File: config.mk
export PLATFORM = sky130hd
export DESIGN_NAME = pipeline_interlock_unit
export DESIGN_NICKNAME = d
export VERILOG_FILES = /design/src/rtl/pipeline_interlock_unit.sv
export SDC_FILE = /design/constraint.sdc
export NUM_CORES = 1
export LEC_CHECK = 0
export BUFFER_PORTS_ARGS = -buffer_cell sky130_fd_sc_hd__buf_2
export CAP_MARGIN = 20
export CORE_MARGIN = 5
export CORE_UTILIZATION = 52
export DETAILED_ROUTE_END_ITERATION = 8
export PLACE_DENSITY = 0.76
export SYNTH_ARGS = -nofsm -noshare
export SYNTH_HDL_FRONTEND = slang
export SYNTH_SLANG_ARGS = --single-unit
export TNS_END_PERCENT = 30
File: constraint.sdc
create_clock -name clk -period 2.1 [get_ports clk]
set_clock_uncertainty 0.05 [all_clocks]
set_input_delay 0.105 -clock clk [delete_from_list [all_inputs] [get_ports clk]]
set_output_delay 0.105 -clock clk [all_outputs]
set_load 0.1 [all_outputs]
File: src/rtl/pipeline_interlock_unit.sv
// Hazard interlock for the LEGv8 5-stage pipeline: load-use stalls, taken-branch
// flushes and data-memory freeze with a sticky timeout, plus saturating counters.
module pipeline_interlock_unit #(
    parameter int MAX_MEM_WAIT = 64,
    parameter int CNT_WIDTH    = 16
) (
    input  logic                 clk,
    input  logic                 reset,
    input  logic                 IDEX_MemRead,
    input  logic [4:0]           IDEX_RegisterRd,
    input  logic [4:0]           IFID_RegisterRn,
    input  logic [4:0]           IFID_RegisterRm,
    input  logic                 IFID_UsesRm,
    input  logic                 MEM_BranchTaken,
    input  logic                 DMEM_Busy,
    output logic                 PCWrite,
    output logic                 IFID_Write,
    output logic                 IDEX_Bubble,
    output logic                 IFID_Flush,
    output logic                 IDEX_Flush,
    output logic                 EXMEM_Flush,
    output logic                 Pipe_Freeze,
    output logic                 Timeout,
    output logic [CNT_WIDTH-1:0] Stall_Count,
    output logic [CNT_WIDTH-1:0] Flush_Count
);

    localparam int WAIT_W = $clog2(MAX_MEM_WAIT + 1);

    typedef enum logic {RUN, MEM_WAIT} state_t;

    state_t               r_state;
    state_t               w_next_state;
    logic                 r_pending_flush;
    logic [WAIT_W-1:0]    r_wait_cnt;
    logic                 r_timeout;
    logic [CNT_WIDTH-1:0] r_stall_cnt;
    logic [CNT_WIDTH-1:0] r_flush_cnt;

    logic w_load_use;
    logic w_flush;
    logic w_stall;

    // XZR is never a real destination, so a load into X31 cannot create a hazard.
    assign w_load_use = IDEX_MemRead && (IDEX_RegisterRd != 5'd31) &&
                        ((IDEX_RegisterRd == IFID_RegisterRn) ||
                         (IFID_UsesRm && (IDEX_RegisterRd == IFID_RegisterRm)));
    assign w_flush    = !DMEM_Busy && (MEM_BranchTaken || r_pending_flush);
    assign w_stall    = !DMEM_Busy && !w_flush && w_load_use;

    always_ff @(posedge clk) begin
        // NOTE: sequential state uses non-blocking assignments so every register
        // samples the pre-edge values regardless of statement order.
        if (reset) r_state <= RUN;
        else       r_state <= w_next_state;
    end

    always_comb begin
        w_next_state = r_state;
        case (r_state)
            RUN:      if (DMEM_Busy)  w_next_state = MEM_WAIT;
            MEM_WAIT: if (!DMEM_Busy) w_next_state = RUN;
            default:  w_next_state = RUN;
        endcase
    end

    always_comb begin
        // NOTE: every output gets a default first so no path leaves one unassigned
        // and infers a latch.
        PCWrite     = 1'b1;
        IFID_Write  = 1'b1;
        IDEX_Bubble = 1'b0;
        IFID_Flush  = 1'b0;
        IDEX_Flush  = 1'b0;
        EXMEM_Flush = 1'b0;
        Pipe_Freeze = 1'b0;
        if (reset) begin
            PCWrite     = 1'b0;
            IFID_Write  = 1'b0;
            IFID_Flush  = 1'b1;
            IDEX_Flush  = 1'b1;
            EXMEM_Flush = 1'b1;
        end else if (DMEM_Busy) begin
            PCWrite     = 1'b0;
            IFID_Write  = 1'b0;
            Pipe_Freeze = 1'b1;
        end else if (w_flush) begin
            IFID_Flush  = 1'b1;
            IDEX_Flush  = 1'b1;
            EXMEM_Flush = 1'b1;
        end else if (w_stall) begin
            PCWrite     = 1'b0;
            IFID_Write  = 1'b0;
            IDEX_Bubble = 1'b1;
        end
    end

    always_ff @(posedge clk) begin
        if (reset) begin
            r_pending_flush <= 1'b0;
            r_wait_cnt      <= '0;
            r_timeout       <= 1'b0;
            r_stall_cnt     <= '0;
            r_flush_cnt     <= '0;
        end else begin
            if (DMEM_Busy) begin
                // A branch resolved while frozen must still flush once memory releases.
                if (MEM_BranchTaken) r_pending_flush <= 1'b1;
                if (r_wait_cnt != WAIT_W'(MAX_MEM_WAIT)) r_wait_cnt <= r_wait_cnt + WAIT_W'(1);
                if (r_wait_cnt == WAIT_W'(MAX_MEM_WAIT - 1)) r_timeout <= 1'b1;
            end else begin
                r_wait_cnt <= '0;
            end
            if (w_flush) begin
                r_pending_flush <= 1'b0;
                if (r_flush_cnt != '1) r_flush_cnt <= r_flush_cnt + CNT_WIDTH'(1);
            end
            if (w_stall && (r_stall_cnt != '1)) r_stall_cnt <= r_stall_cnt + CNT_WIDTH'(1);
        end
    end

    assign Timeout     = r_timeout;
    assign Stall_Count = r_stall_cnt;
    assign Flush_Count = r_flush_cnt;

endmodule

==> impl_metrics.env, run 1 <==
export IMPL_outcome="complete, no violations"
export IMPL_timing_fmax_mhz=482
export IMPL_hp_class="input pin to flip-flop"
export IMPL_fin_ws_ns=0.0265
export IMPL_ant_nets=0
export IMPL_boundaryPins=61
export IMPL_finalHoldViolCount=0
export IMPL_grt_pass1_wl_um=8820
export IMPL_ys_seq_area_share_pct=37.6
export IMPL_synth_cell_type_count=40
export IMPL_ys_flop_type="dfxtp_1"
export IMPL_pwr_share_seq_pct=48.6
export IMPL_cp_max_fo=3
export IMPL_cp_top_family="simple AND/OR/NAND/NOR gates"
export IMPL_fp_dieW_um=74.8
export IMPL_yosys_warnings=0
export IMPL_multi_input_area_um2=1320
export IMPL_num_rows=23
export IMPL_clockBufferDepth=2
export IMPL_min_period_ns=2.07
export IMPL_fin_area_um2=2850
export IMPL_synth_edf_count=0
export IMPL_cts_num_sinks=41
export IMPL_synth_net_count=281
export IMPL_grt_overflow_total=0
export IMPL_grt_pass1_vias=2070
export IMPL_grt_max_degree=34
export IMPL_via_count=2107
export IMPL_drcViolationCount=0
export IMPL_p_clk_share_pct=38.5
export IMPL_comb_power_share_pct=12.9
export IMPL_p_per_area_nw_per_um2=565
export IMPL_async_flop_share_pct=0
export IMPL_max_stage_delay_ns=0.52
export IMPL_worstPathRequired_ns=1.95
export IMPL_p_leak_nw=1.10
export IMPL_maxSlewHeadroom_pct=65.1
export IMPL_p_switching_w=0.000436
export IMPL_numCtsBuffers=5
export IMPL_cp_end_kind="output port"
export IMPL_wl_um=5160
export IMPL_post_place_ws_ns=0.0626
export IMPL_fillers=331
export IMPL_htreeDepth=2
export IMPL_core_area_um2=4030
export IMPL_dpl_hpwl_um=3680
export IMPL_p_int_w=0.00118
export IMPL_antenna_found_initial=0
export IMPL_gp_congestion=0.770
export IMPL_ir_drop_uv=297
export IMPL_period_share_pct=98.7
export IMPL_clk_latency_ns=0.29
export IMPL_cts_tree="yes"
export IMPL_nets=348
export IMPL_die_area_um2=5600
export IMPL_place_area_um2=2660
export IMPL_cts_hold_buf=0
export IMPL_drtPass1Iterations=4
export IMPL_gr_usage_all_layers_pct=19.7
export IMPL_start_util_pct=54.3
export IMPL_path_cells="or4b_4, a31oi_4, nor2b_4, and2_4, buf_12"
export IMPL_layout_commonest_cell="buf_2"
export IMPL_critPathKind="flip-flop to output port"
export IMPL_crit_buf_inv=1
export IMPL_startpoint_type="flip-flop"
export IMPL_cts_root_buffer_cell="clkbuf_8"
export IMPL_layout_common_cells="57 x buf_2, 30 x nor2_1, 19 x dfxtp_2"
export IMPL_setup_violations=0
export IMPL_rsz0062_at_grt="true"
export IMPL_arrival_ns=1.92
export IMPL_ys_ff_latch=41
export IMPL_synthCells=256
export IMPL_routedWlPerCell_um=13.8
export IMPL_synthesis_area_um2=2190
export IMPL_clk_pin_slew_ns=0.08
export IMPL_drive_gt1_share_pct=38.0
export IMPL_report_final_slew_viol_count=0
export IMPL_syn_avg_cell_area_um2=8.54
export IMPL_tightest_slew_ns=0.520
export IMPL_vias_per_cell=5.63
export IMPL_first_iter_violations=72
export IMPL_drv_cap=0
export IMPL_seqCellArea_um2=875
export IMPL_area_growth_pct=30.5
export IMPL_swShare_pct=27.1
export IMPL_antenna_cells=0
export IMPL_numPortBuffers=60
export IMPL_cp_slowest_cell="or4b_4"
export IMPL_die_y_um=74.8
-- registers in the layout, summed over array words and instances (netlist names) --
| name | flops |
|---|---|
| Stall_Count | 16 |
| Flush_Count | 16 |
| Timeout | 1 |
| r_wait_cnt | 7 |
| r_pending_flush | 1 |
-- kinds of logic (layout without fill, tap and decap cells) --
| logic type | count (synthesis) | in the layout | synth area share, % |
|---|---|---|---|
| compound gates | 40 | 40 | 12.6 |
| flops | 41 | 41 | 37.6 |
| fa+ha+maj | 4 | 4 | 2.29 |
| buf+inv | 20 | 88 | 4.12 |
| simple gates | 120 | 120 | 31.0 |
| xor+xnor | 31 | 31 | 12.4 |
-- cell type report --
| cell class | count | area share (%) |
|---|---|---|
| repair buffers | 73 | 15.8 |
| well taps | 50 | 2.19 |
| multi-input cells | 195 | 46.4 |
| clock inverters | 1 | 0.263 |
| flip-flops and latches | 41 | 30.7 |
| inverters | 7 | 0.921 |
| clock buffers | 7 | 3.77 |
-- metal layers --
layer / up-vias / track usage, % / routed length, um
met5: - / 0 / 0
met4: 0 / 8.10 / 75
li1: 1063 / - / -
met3: 7 / 4.27 / 359
met2: 66 / 33.3 / 2460
met1: 971 / 24.2 / 2270
-- power by group through the flow --
stage | clock (W) | combinational (W) | sequential [W]
global route | 0.000660 | 0.000225 | 0.000785
detailed placement | 0 | 0.000203 | 0.000802
global placement | 0 | 0.000202 | 0.000801
CTS | 0.000628 | 0.000206 | 0.000783
finish | 0.000620 | 0.000208 | 0.000783
floorplan | 0 | 0.000125 | 0.000823
-- what timing repair did --
action | 4_1_cts | 5_1_grt
resized for setup | 2 | 10
setup buffers | 2 | 2
setup endpoints to repair | 3 | 12
pin swaps | 0 | 5
-- synth_stat cells, types with 4 or more instances --
master	n	area share, %
dfxtp_1	41	38
o31ai_1	8	2.7
inv_1	7	1.2
clkbuf_1	7	1.2
nand4_1	9	2.6
or4_1	7	2.4
a21oi_1	14	3.2
nor3_1	6	1.4
ha_1	4	2.3
xor2_1	14	5.6
nor2_1	30	5.2
nor4_1	6	1.7
nand3_1	16	3.7
or3_1	6	1.7
and4_1	5	2.0
o21ai_0	6	1.4
xnor2_1	17	6.8
and2_1	5	1.4
nand2_1	13	2.2
-- path summary, 6_finish.rpt --
| check | startpoint | endpoint | slack (ns) | depth (start not counted) |
|---|---|---|---|---|
| hold / removal | MEM_BranchTaken | r_pending_flush | 0.01 | 3 |
| setup / recovery | r_pending_flush | IDEX_Bubble | 0.03 | 5 |
| hold reg to reg | Timeout | Timeout | 0.44 | 2 |
| setup reg to reg | r_pending_flush | Stall_Count[3] | 0.08 | 6 |
-- worst min-delay path: stages --
cell	delay [ns]
buf_2	0.10
nor2_1	0.04
nor2_1	0.08
-- through the flow --
stage	util (%)	power (W)	TNS, ns	std cells	hold WS (ns)
finish	70.8	0.00161	0	374	0.0125
global route	70.8	0.00167	-0.0337	374	0.0472
CTS	69.5	0.00162	0	372	0.00794
detailed placement	66.1	0.00100	0	362	0.318
global placement	66.1	0.00100	0	362	0.307
floorplan	-	0.000948	-1.35	256	0.184
Power figures use the tool's default switching activity.
==> inputs of run 2 (changes only) <==
REMOVE_ABC_BUFFERS = 1   (was not set)
==> impl_metrics.env, run 2 (same netlist as run 1, synthesis figures left out) <==
export IMPL_outcome="complete, no violations"
export IMPL_cts_num_sinks=41
export IMPL_tightest_slew_ns=0.655
export IMPL_worstPathRequired_ns=2.22
export IMPL_grt_max_degree=33
export IMPL_dpl_hpwl_um=3850
export IMPL_antenna_found_initial=0
export IMPL_numCtsBuffers=5
export IMPL_clockBufferDepth=2
export IMPL_total_power_w=0.00152
export IMPL_rsz0062_at_grt="true"
export IMPL_p_leak_nw=1.08
export IMPL_layout_commonest_cell="buf_2"
export IMPL_arrival_ns=2.19
export IMPL_ant_nets=0
export IMPL_fp_dieW_um=74.8
export IMPL_timing_rr_start="r_pending_flush"
export IMPL_die_y_um=74.8
export IMPL_via_count=2160
export IMPL_maxSlewHeadroom_pct=56.0
export IMPL_htreeDepth=2
export IMPL_grt_overflow_total=0
export IMPL_nets=350
export IMPL_p_per_area_nw_per_um2=545
export IMPL_setup_violations=0
export IMPL_routedWlPerCell_um=14.6
export IMPL_min_path_cells=3
export IMPL_clk_latency_ns=0.30
export IMPL_max_stage_delay_ns=0.54
export IMPL_core_area_um2=4030
export IMPL_fillers=334
export IMPL_vias_per_cell=5.74
export IMPL_gp_congestion=0.785
export IMPL_r2r_setup_slack_ns=0.04
export IMPL_timing_fmax_mhz=485
export IMPL_report_final_slew_viol_count=0
export IMPL_boundaryPins=61
export IMPL_cts_tree="yes"
export IMPL_num_rows=23
export IMPL_start_util_pct=54.3
export IMPL_die_area_um2=5600
export IMPL_finalHoldViolCount=0
export IMPL_critPathKind="flip-flop to flip-flop"
export IMPL_area_growth_pct=27.7
export IMPL_startpoint_type="flip-flop"
export IMPL_min_period_ns=2.06
export IMPL_cp_end_kind="flip-flop"
export IMPL_drive_gt1_share_pct=30.4
export IMPL_worstHoldStart="MEM_BranchTaken"
export IMPL_grt_pass1_wl_um=8330
export IMPL_drtPass1Iterations=4
export IMPL_layout_common_cells="57 x buf_2, 40 x dfxtp_1, 30 x nor2_1"
export IMPL_finalSetupTns_ns=0
export IMPL_cp_slowest_cell="or4b_4"
export IMPL_grt_pass1_vias=1845
export IMPL_drv_cap=0
export IMPL_worst_r2r_path_depth=7
export IMPL_drcViolationCount=0
export IMPL_period_share_pct=98.2
export IMPL_r2r_end="Stall_Count[5]"
export IMPL_fin_ws_ns=0.0371
export IMPL_min_to="r_pending_flush"
export IMPL_post_place_ws_ns=0.0358
export IMPL_antenna_cells=0
export IMPL_wl_um=5500
export IMPL_clk_pin_slew_ns=0.08
export IMPL_cts_hold_buf=0
export IMPL_cts_root_buffer_cell="clkbuf_8"
export IMPL_first_iter_violations=130
export IMPL_gr_usage_all_layers_pct=18.8
export IMPL_numPortBuffers=60
export IMPL_fin_util_pct=69.3
export IMPL_ir_drop_uv=395
export IMPL_path_cells="or4b_4, a31oi_4, buf_12, o21ai_4, buf_6, o31ai_1, a21oi_2"
export IMPL_cp_max_fo=9
export IMPL_hp_class="input pin to flip-flop"
run 2: cell count changes in the layout (fill, tap and decap cells not counted), sizes merged:
cell,change
clkbuf,-2
buf,+1
nand4,+1
clkinv,+2
run 2: worst max path at each step:
stage	endpoint	slack, ns	startpoint	depth (start not counted)
6_report	Stall_Count[5]	0.04	r_pending_flush	7
5_1_grt	Stall_Count[5]	-0.02	r_pending_flush	7
4_1_cts	IDEX_Bubble	0.001	r_pending_flush	5
3_5_place_dp	Stall_Count[13]	0.04	r_pending_flush	5
3_3_place_gp	Stall_Count[13]	0.06	r_pending_flush	5
2_1_floorplan	IFID_Write	-3.72	IFID_RegisterRm[4]	5
run 2: what timing repair did:
action,CTS,global route
pin swaps,0,3
setup buffers,1,3
setup endpoints to repair,3,12
resized for setup,0,12
cloned,0,1
run 2: stage by stage:
stage / cells / hold slack (ns) / area [um2]
floorplan: 243 / 0.124 / 2120
global placement: 363 / 0.308 / 2610
finish: 376 / 0.0228 / 2790
global route: 376 / 0.0227 / 2790
detailed placement: 363 / 0.325 / 2610
CTS: 372 / 0.0165 / 2710
run 2: worst max-delay path, delay by kind of cell, from the launching register on:
kind	cells	cell delay [ns]
compound gates	4	0.72
simple gates	1	0.54
flops	1	0.34
buf+inv	2	0.30
run 2: cell type report:
type                    instances  area (um2)  area share, %
inverters                       7        26.3          0.941
flip-flops and latches         41         822           29.4
clock inverters                 3        17.5          0.628
clock buffers                   5        68.8           2.47
repair buffers                 74         467           16.7
multi-input cells             196        1330           47.6
well taps                      50        62.6           2.24
run 2: where the power goes:
group,total (W),switching (W),internal (W)
combinational,0.000212,0.000150,0.0000622
clock,0.000518,0.000288,0.000230
sequential,0.000791,0.00000823,0.000783
run 2: per-layer routing:
metal	wire, um	track usage, %	share of wire (%)
met4	57	5.73	1.0
met3	393	4.81	7.1
met2	2630	29.7	48
met5	0	0	0
met1	2420	25.3	44
==> inputs of run 3 (changes only) <==
ABC_AREA = 1   (was not set)
CORE_UTILIZATION = 54   (was 52)
REMOVE_ABC_BUFFERS = not set   (was 1)
==> impl_metrics.env, run 3 <==
export IMPL_outcome="complete, no violations"
export IMPL_synthesis_area_um2=2650
export IMPL_grt_overflow_total=0
export IMPL_min_period_ns=1.79
export IMPL_fin_util_pct=65.6
export IMPL_area_growth_pct=17.9
export IMPL_ys_ff_latch=41
export IMPL_report_final_slew_viol_count=0
export IMPL_cp_max_fo=4
export IMPL_r2r_end="Stall_Count[1]"
export IMPL_cp_end_kind="output port"
export IMPL_min_path_cells=4
export IMPL_synth_net_count=457
export IMPL_clk_pin_slew_ns=0.08
export IMPL_vias_per_cell=4.84
export IMPL_grt_pass1_vias=2417
export IMPL_drv_cap=0
export IMPL_synth_top_cell_by_area="dfxtp_1"
export IMPL_hp_class="input pin to flip-flop"
export IMPL_drtPass1Iterations=4
export IMPL_synth_area_leaders="dfxtp_1 31%, nand2_1 16%, nor2_1 10%, inv_1 9.9%, nand3_1 6.0%"
export IMPL_r2r_setup_slack_ns=0.32
export IMPL_syn_avg_cell_area_um2=6.13
export IMPL_start_util_pct=55.7
export IMPL_ir_drop_uv=357
export IMPL_worst_r2r_path_depth=10
export IMPL_cts_num_sinks=41
export IMPL_yosysMostFrequentCell="nand2_1"
export IMPL_ys_seq_area_share_pct=31.0
export IMPL_antenna_cells=0
export IMPL_htreeDepth=2
export IMPL_antenna_found_initial=0
export IMPL_ant_nets=0
export IMPL_timing_rr_start="Stall_Count[1]"
export IMPL_total_power_w=0.00178
export IMPL_dpl_hpwl_um=4380
export IMPL_finalHoldViolCount=0
export IMPL_max_stage_delay_ns=0.30
export IMPL_nets=511
export IMPL_async_flop_share_pct=0
export IMPL_gr_usage_all_layers_pct=19.2
export IMPL_clockBufferDepth=2
export IMPL_wl_um=5760
export IMPL_worstPathRequired_ns=1.95
export IMPL_layout_common_cells="114 x nand2_1, 71 x nor2_1, 70 x inv_1"
export IMPL_tightest_slew_ns=0.497
export IMPL_crit_path_frequent_cell="nand2_1"
export IMPL_min_to="r_pending_flush"
export IMPL_crit_buf_inv=2
export IMPL_p_leak_nw=1.47
export IMPL_cts_tree="yes"
export IMPL_synthCells=432
export IMPL_period_share_pct=85.4
export IMPL_via_count=2681
export IMPL_cts_root_buffer_cell="clkbuf_8"
export IMPL_post_place_ws_ns=0.258
export IMPL_routedWlPerCell_um=10.4
export IMPL_place_area_um2=2980
export IMPL_fin_area_um2=3120
export IMPL_synth_edf_count=0
export IMPL_clk_latency_ns=0.29
export IMPL_die_y_um=80.0
export IMPL_yosys_warnings=0
export IMPL_cp_slowest_cell="dfxtp_1"
export IMPL_cts_hold_buf=0
export IMPL_maxSlewHeadroom_pct=67.1
export IMPL_grt_pass1_wl_um=10100
export IMPL_fp_dieW_um=80.0
export IMPL_rsz0062_at_grt="false"
export IMPL_p_per_area_nw_per_um2=571
export IMPL_fin_ws_ns=0.308
export IMPL_synth_cell_type_count=29
export IMPL_num_rows=25
export IMPL_timing_fmax_mhz=558
export IMPL_critPathKind="flip-flop to output port"
export IMPL_boundaryPins=61
export IMPL_grt_max_degree=29
export IMPL_core_area_um2=4750
export IMPL_die_area_um2=6400
export IMPL_synth_commonest_cells="114 x nand2_1, 73 x nor2_1, 70 x inv_1"
export IMPL_path_cells="or2_1, inv_2, nand3_1, nor2_1, nand2_1, nand2_1, nor2_4, buf_2"
export IMPL_first_iter_violations=88
export IMPL_layout_commonest_cell="nand2_1"
export IMPL_worstHoldStart="MEM_BranchTaken"
export IMPL_ys_flop_type="dfxtp_1"
export IMPL_cp_top_family="simple AND/OR/NAND/NOR gates"
export IMPL_gp_congestion=0.824
export IMPL_setup_violations=0
export IMPL_finalSetupTns_ns=0
export IMPL_numCtsBuffers=5
export IMPL_numPortBuffers=60
export IMPL_arrival_ns=1.64
export IMPL_startpoint_type="flip-flop"
export IMPL_drcViolationCount=0
export IMPL_drive_gt1_share_pct=19.3
export IMPL_netlist_area_leader_share_pct=31.0
==> run 3: report_power, final <==
part / switching [W] / total [W] / internal, W
logic: 0.000169 / 0.000222 / 0.0000524
clock network: 0.000290 / 0.000768 / 0.000479
registers: 0.00000651 / 0.000790 / 0.000784
total: 0.000466 / 0.00178 / 0.00131
==> run 3: final cells by class <==
| class | instances | area [um2] |
|---|---|---|
| fillers | 469 | 1630 |
| multi-input cells | 303 | 1460 |
| flip-flops and latches | 41 | 831 |
| repair buffers | 63 | 338 |
| inverters | 72 | 273 |
| well taps | 67 | 83.8 |
| clock buffers | 5 | 68.8 |
| clock inverters | 3 | 68.8 |
==> run 3: worst max-delay path by stage <==
stage | start | cells after the start | slack (ns) | endpoint
after floorplan | Stall_Count[1] | 11 | -0.22 | Stall_Count[3]
after global placement | Stall_Count[0] | 10 | 0.37 | Stall_Count[1]
after detailed placement | Stall_Count[0] | 10 | 0.26 | Stall_Count[1]
after CTS | Stall_Count[0] | 10 | 0.18 | Stall_Count[1]
after global routing | r_pending_flush | 8 | 0.13 | PCWrite
final | r_pending_flush | 8 | 0.31 | PCWrite
==> run 3: worst reg2reg max path, cell delays in order (launching register included) <==
cell     delay [ns]
dfxtp_1        0.39
ha_1           0.21
nand2_1        0.10
nor2_2         0.16
nand3_2        0.14
nor2_4         0.24
inv_1          0.11
nand3_2        0.13
nand2_1        0.07
nand2_1        0.05
nor2_1         0.04
==> run 3: stage by stage <==
step / hold slack [ns] / instances
2_1_floorplan: 0.286 / 432
6_report: 0.0829 / 554
4_1_cts: 0.0780 / 554
3_5_place_dp: 0.389 / 546
5_1_grt: 0.127 / 554
3_3_place_gp: 0.384 / 546
==> run 3: metal layers <==
layer / routed length, um / part of all wire (%) / track usage (%)
met4: 72 / 1.3 / 5.91
met1: 2630 / 46 / 23.5
met2: 2710 / 47 / 33.6
met5: 0 / 0 / 0
met3: 337 / 5.9 / 3.95
==> run 3: cells by family after synthesis <==
logic type	Yosys count	share of synthesized area (%)
AOI/OAI and AO/OA	26	5.01
xor gates and xnor gates	13	4.30
adders and majority gates	4	1.89
buffers and inverters	88	14.6
DFF	41	31.0
and+or+nand+nor	260	43.1
==> run 3: what timing repair did <==
action / in CTS / in global routing
buffers inserted: 0 / 0
gates resized for setup: 0 / 1
setup endpoints to repair: 0 / 2
